File: src/rtl/csa_resolve_22_pkg.sv
// csa_resolve_22_pkg
// Shared widths for the carry-save resolver family.
//   CSA_W  : width of each redundant (carry/sum) input vector
//   CSA_LO : width of the low-half adder in the first pipeline stage
//   CSA_OW : width of the resolved binary result (W+2 bits holds 3*2^W-3)
package csa_resolve_22_pkg;

  localparam int CSA_W  = 22;
  localparam int CSA_LO = 12;
  localparam int CSA_OW = CSA_W + 2;

endpackage

File: src/rtl/csa_resolve_22.sv
// csa_resolve_22
// Two-stage pipelined resolver that turns a carry-save pair (in_s, in_c)
// into the binary value in_s + (in_c << 1). Stage 1 adds the low LO bits
// and forwards the untouched high bits plus the low-half carry; stage 2
// adds the high halves and assembles the result. Valid/ready handshake on
// both sides, one result per cycle, two-cycle latency when unstalled.
//
// Ports
//   clk       : clock, all state updates on the rising edge
//   reset     : asynchronous active-high reset, clears all state
//   in_valid  : upstream carry-save pair present
//   in_ready  : pair is accepted this cycle (combinational from state/out_ready)
//   in_c      : carry vector, bit i has weight 2^(i+1)
//   in_s      : sum vector, bit i has weight 2^i
//   out_valid : out_sum holds a resolved result
//   out_ready : downstream consumes out_sum this cycle
//   out_sum   : resolved binary value, W+2 bits
module csa_resolve_22
  import csa_resolve_22_pkg::*;
#(
  parameter int W  = CSA_W,
  parameter int LO = CSA_LO
) (
  input  logic           clk,
  input  logic           reset,
  input  logic           in_valid,
  output logic           in_ready,
  input  logic [W-1:0]   in_c,
  input  logic [W-1:0]   in_s,
  output logic           out_valid,
  input  logic           out_ready,
  output logic [W+1:0]   out_sum
);

  localparam int OW  = W + 2;      // result width
  localparam int HW  = W - LO;     // high s bits carried to stage 2
  localparam int CHW = W - LO + 1; // high c bits; in_c[LO-1] already sits at weight 2^LO
  localparam int RHW = OW - LO;    // high part of the result

  // Pipeline state
  logic           v1_reg;
  logic           v2_reg;
  logic [LO-1:0]  lo_sum_reg;
  logic           lo_carry_reg;
  logic [HW-1:0]  s_hi_reg;
  logic [CHW-1:0] c_hi_reg;
  logic [OW-1:0]  out_sum_reg;

  // Handshake / advance control
  logic adv1;
  logic adv2;
  logic load1;
  logic load2;

  // Stage adders
  logic [LO:0]    lo_add;
  logic [RHW-1:0] hi_add;

  // A stage may advance when it is empty or the stage after it moves.
  assign adv2     = !v2_reg || out_ready;
  assign adv1     = !v1_reg || adv2;
  assign in_ready = adv1;

  // Data registers only load when real data moves in, so bubbles never toggle them.
  assign load1 = in_valid && adv1;
  assign load2 = v1_reg && adv2;

  // Low half: in_c is pre-shifted by one, so only in_c[LO-2:0] lands inside it.
  assign lo_add = {1'b0, in_s[LO-1:0]} + {1'b0, in_c[LO-2:0], 1'b0};

  // High half at weight 2^LO; RHW bits cover the worst case with no truncation.
  assign hi_add = RHW'(s_hi_reg) + RHW'(c_hi_reg) + RHW'(lo_carry_reg);

  always_ff @(posedge clk or posedge reset) begin
    if (reset) begin
      v1_reg <= 1'b0;
      v2_reg <= 1'b0;
    end else begin
      if (adv1) v1_reg <= in_valid;
      if (adv2) v2_reg <= v1_reg;
    end
  end

  always_ff @(posedge clk or posedge reset) begin
    if (reset) begin
      lo_sum_reg   <= '0;
      lo_carry_reg <= 1'b0;
      s_hi_reg     <= '0;
      c_hi_reg     <= '0;
    end else if (load1) begin
      lo_sum_reg   <= lo_add[LO-1:0];
      lo_carry_reg <= lo_add[LO];
      s_hi_reg     <= in_s[W-1:LO];
      c_hi_reg     <= in_c[W-1:LO-1];
    end
  end

  always_ff @(posedge clk or posedge reset) begin
    if (reset) begin
      out_sum_reg <= '0;
    end else if (load2) begin
      out_sum_reg <= {hi_add, lo_sum_reg};
    end
  end

  assign out_valid = v2_reg;
  assign out_sum   = out_sum_reg;

endmodule

File: config.mk
export PLATFORM = sky130hd
export DESIGN_NAME = csa_resolve_22
export DESIGN_NICKNAME = d
export VERILOG_FILES = /design/src/rtl/csa_resolve_22_pkg.sv /design/src/rtl/csa_resolve_22.sv
export SDC_FILE = /design/constraint.sdc
export NUM_CORES = 1
export LEC_CHECK = 0
export ABC_AREA = 0
export ABC_CLOCK_PERIOD_IN_PS = 2500
export BUFFER_PORTS_ARGS = -buffer_cell sky130_fd_sc_hd__buf_2
export CAP_MARGIN = 20
export CORE_UTILIZATION = 54
export DETAILED_ROUTE_END_ITERATION = 6
export PLACE_DENSITY = 0.87
export SLEW_MARGIN = 15
export SYNTH_ARGS = -nofsm -noshare
export SYNTH_HDL_FRONTEND = slang
export SYNTH_SLANG_ARGS = --single-unit
File: constraint.sdc
create_clock -name clk -period 2.5 [get_ports clk]
set_input_delay 0.5 -clock clk [delete_from_list [all_inputs] [get_ports clk]]
set_output_delay 0.5 -clock clk [all_outputs]
set_load 0.05 [all_outputs]
Word-level counts from Yosys, hierarchy flattened --
Cells that the tools add are included.
Word-level totals: register bits after elaboration 60, bits of input ports 48, output and inout port bits 26, word-level logic and storage cells 16
Operators by class: $add $sub $neg 3, reductions and logical operators 6
Operators by type and width (count):
- 12-bit by 12-bit adder with 13-bit output | 1
- 10-bit by 11-bit adder with 12-bit output | 1
- 12-bit by 1-bit adder with 12-bit output | 1
- 1-bit logical AND | 2
- 1-bit logical NOT | 2
- 1-bit logical OR | 2

Depth between registers and ports, before layout --
word-level depth 4, mapped depth 8, gate-level depth less buffers 8

Least setup slack after synthesis --
Ideal clock, no wire load.
kind flip-flop to flip-flop, from reg v2_reg, in the netlist out_valid, to reg c_hi_reg[10], setup time 0.128 ns, data arrival time 2.113 ns, required time 2.372 ns, slack 0.259 ns, cell stages (with the launch flop) 5, buffers on the path 1, clock period less this slack 2.241 ns, cell sequence dfrtp_1 -> nand3b_1 -> nand2_1 -> buf_2 -> mux2_1
On the way: word-level cells in the longest chain between the ends 4
RTL lines:
- from (decl) | line csa_resolve_22.sv:42 | logic v2_reg;
- from (signal assigned) | line csa_resolve_22.sv:80 | if (adv2) v2_reg <= v1_reg;
- 1-bit logical NOT | line csa_resolve_22.sv:60 | assign adv2 = !v2_reg || out_ready;
- 1-bit logical OR | line csa_resolve_22.sv:60
- 1-bit logical OR | line csa_resolve_22.sv:61 | assign adv1 = !v1_reg || adv2;
- net in_ready | line csa_resolve_22.sv:27 | output logic in_ready,
- 1-bit logical AND | line csa_resolve_22.sv:65 | assign load1 = in_valid && adv1;
- to (signal assigned) | line csa_resolve_22.sv:94 | c_hi_reg <= in_c[W-1:LO-1];
- to (decl) | line csa_resolve_22.sv:46 | logic [CHW-1:0] c_hi_reg;
The timed path passes the listed nets, and every way through them passes these cells. A chain may end at the register's enable or synchronous reset.

Worst setup path in the final report --
from reg lo_carry_reg, to reg out_sum_reg[20], in the netlist out_sum[20]
On the way: word-level cells in the longest chain between the ends 1
RTL lines:
- from (decl) | line csa_resolve_22.sv:44 | logic lo_carry_reg;
- from (signal assigned) | line csa_resolve_22.sv:92 | lo_carry_reg <= lo_add[LO];
- 12-bit by 1-bit adder with 12-bit output | line csa_resolve_22.sv:72 | assign hi_add = RHW'(s_hi_reg) + RHW'(c_hi_reg) + RHW'(lo_carry_reg);
- to (signal assigned) | line csa_resolve_22.sv:102 | out_sum_reg <= {hi_add, lo_sum_reg};
- to (decl) | line csa_resolve_22.sv:47 | logic [OW-1:0] out_sum_reg;
No other way between the ends.

==> run summary <==
Crit path max-delay cell type: fa_1
Cells after Synth: 302
Fin. Hold Viols: 0
WP data required: 2710 ps
Leading cell types in the layout, fill and taps excluded: 73 x buf_2, 65 x nand2_1, 60 x dfrtp_1
Floorplan core area: 5570 um^2
Residual DRC: 0
Seq cells post-synth: 60
Starting DRT DRC Count: 174
Commonest non-fill, non-tap cell in the layout: buf_2
Clock power frac: 24.7%
Clock transition at path regs: 60 ps
Crit end category: flip-flop
Largest net degree at the start of global routing: 33
Distinct cells, synth: 44
Final wirelength: 6.48 mm
IO Count: 74
FP Rows: 27
Setup TNS: 0 ps
RSZ-0062 raised after global routing: no
Hold buffer count at CTS: 0
Routed vias: 2,534
Hpwl dp: 4.88 mm
Netlist Area Pre-Place: 3160 um^2
Sw Share: 39.5%
Placed Area: 3620 um^2
Max Fclk: 453 MHz
Sequential power share: 37.0%
Worst path bufs/invs: 1
Worst Setup Path Type: reg -> reg
Critical-path cell list: fa_1 > inv_1 > fa_1 > nor2b_4 > o31a_1 > o2111ai_1 > a211oi_1 > nand3b_1
Final setup fails: 0
Vias in the first global route: 2,488
Cts repair resizes: 0
Yosys warns: 0
Startpoint Class: flip-flop
# clock sinks: 60
Initial Utilization: 56.7%
VDD IR max: 0.545 mV
Core Util, Final: 68.6%
Crit path DAT: 2420 ps
CTS Buffer Depth: 2
Per-cell routed wire length: 14.2 um
Drt via density: 5.54
# diodes: 0
Max incr delay on CP: 450 ps
Global Route Usage Sum: 23.6%
DR pass1 iterations: 4
Gpl congestion: 0.862
Final ANT Viol Nets: 0
TritonCTS clock tree: yes
TritonCTS Buffers: 9
Leak: 1.93 nW
Die area: 6160 um^2
Logic pwr share: 38.3%
Synth Net Count: 373
Skew final: 7.03 ps
Design Power: 3.58 mW
Slew Viols, Final: 0
Total grt overflow: 0
IO buf count: 73
Slew @ Worst Pin: 694 ps
Die Span X: 78.5 um
Path type of the worst min-delay path: in -> async
Post-synth EDFFs: 0
Cell mode on critical path: fa_1
CP Max Fanout: 4
Net switching power: 1.41 mW
Chip Height: 78.5 um
Nets: 452
Main synth FF type: dfrtp_1
Internal: 2.17 mW
Syn Area/Cell: 10.5 um^2
FFs w/ async S/R, synth: 100%
Synthesis-to-finish area growth: 21.0%
Critical path's top delay family: adder cells
Largest register FFs: 24
First-pass GRT wire length: 11.1 mm
Fraction of layout cells with a size suffix above 1: 26.0%
Post-CTS setup buffer count: 0
Register area share after synthesis: 47.5%
Max cap viols: 0
Cell area after layout: 3820 um^2
P per Cell Area: 937 nW/um^2
# H-tree levels: 3
Crit share post-route: 88.2%
Rel. slew slack: 53.6%
Status: complete, no violations
Clk Latency, worst-skew pair: 330 ps
Crit path time final: 2210 ps
Root buffer cell: clkbuf_8
Initial antenna violation count: 0
per-stage QoR:
stage | hold WS (ps) | instances | worst slack, ps
after CTS | 269 | 457 | 287
final | 258 | 457 | 294
after global routing | 304 | 457 | 176
after global placement | 448 | 442 | 288
after detailed placement | 457 | 442 | 251
after floorplan | 430 | 302 | 259
layer usage:
metal	vias to the layer above	GRT usage, %	share of wire (%)
met3	15	3.84	3.4
li1	1231	-	-
met4	0	13.9	2.6
met5	-	0	0
met1	1223	29.8	45
met2	65	38.3	49
area by class of cell:
| type | count | area (um^2) |
|---|---|---|
| Sequential cell | 60 | 1500 |
| Inverter | 7 | 26.3 |
| Clock inverter | 1 | 30.0 |
| Multi-Input combinational cell | 225 | 1590 |
| Clock buffer | 14 | 173 |
| Tap cell | 72 | 90.1 |
| Timing Repair Buffer | 78 | 415 |
| Fill cell | 455 | 1750 |
synthesized netlist by cell type (all sizes together) (4+ instances only):
master,instances,area [um^2]
buf,6,28.8
dfrtp,60,1500
ha,20,250
nor2,7,26.3
o21ai,17,85.1
o21a,6,45.0
a21oi,15,78.8
xor2,7,61.3
mux2,25,282
a21o,10,75.1
nor3,4,20.0
a31oi,4,25.0
inv,7,26.3
a211oi,4,35.0
nand2,65,244
clkbuf,4,15.0
o31ai,6,50.1
power groups by stage:
| stage | clock network [mW] | logic (mW) | registers (mW) |
|---|---|---|---|
| floorplan | 0 | 0.590 | 1.78 |
| global placement | 0 | 1.34 | 1.33 |
| detailed placement | 0 | 1.37 | 1.34 |
| CTS | 0.907 | 1.38 | 1.33 |
| global route | 0.951 | 1.48 | 1.35 |
| finish | 0.883 | 1.37 | 1.32 |
cells by family (layout without fill, tap and decap cells):
family	Yosys count	count (layout)	synth area share, %
flip-flops	60	60	47.5
AND/OR/NAND/NOR	97	97	13.8
XOR/XNOR	8	8	2.22
adder cells (fa/ha/maj)	23	23	9.83
buffers and inverters	17	100	2.22
AO/OA/AOI/OAI	72	72	15.5
multiplexers	25	25	8.91
worst paths after layout:
check	startpoint	to	slack, ps	depth (start not counted)
min in group clk	in_c[17]	c_hi_reg[6]	370	2
max in group asynchronous	reset	c_hi_reg[3]	1670	3
worst min register to register	lo_sum_reg[6]	out_sum[6]	470	2
worst max-delay path	lo_carry_reg	out_sum[20]	290	8
worst max register to register	lo_carry_reg	out_sum[20]	290	8
worst min-delay path	reset	out_sum[9]	260	2
(Power assumes the default switching activity.)
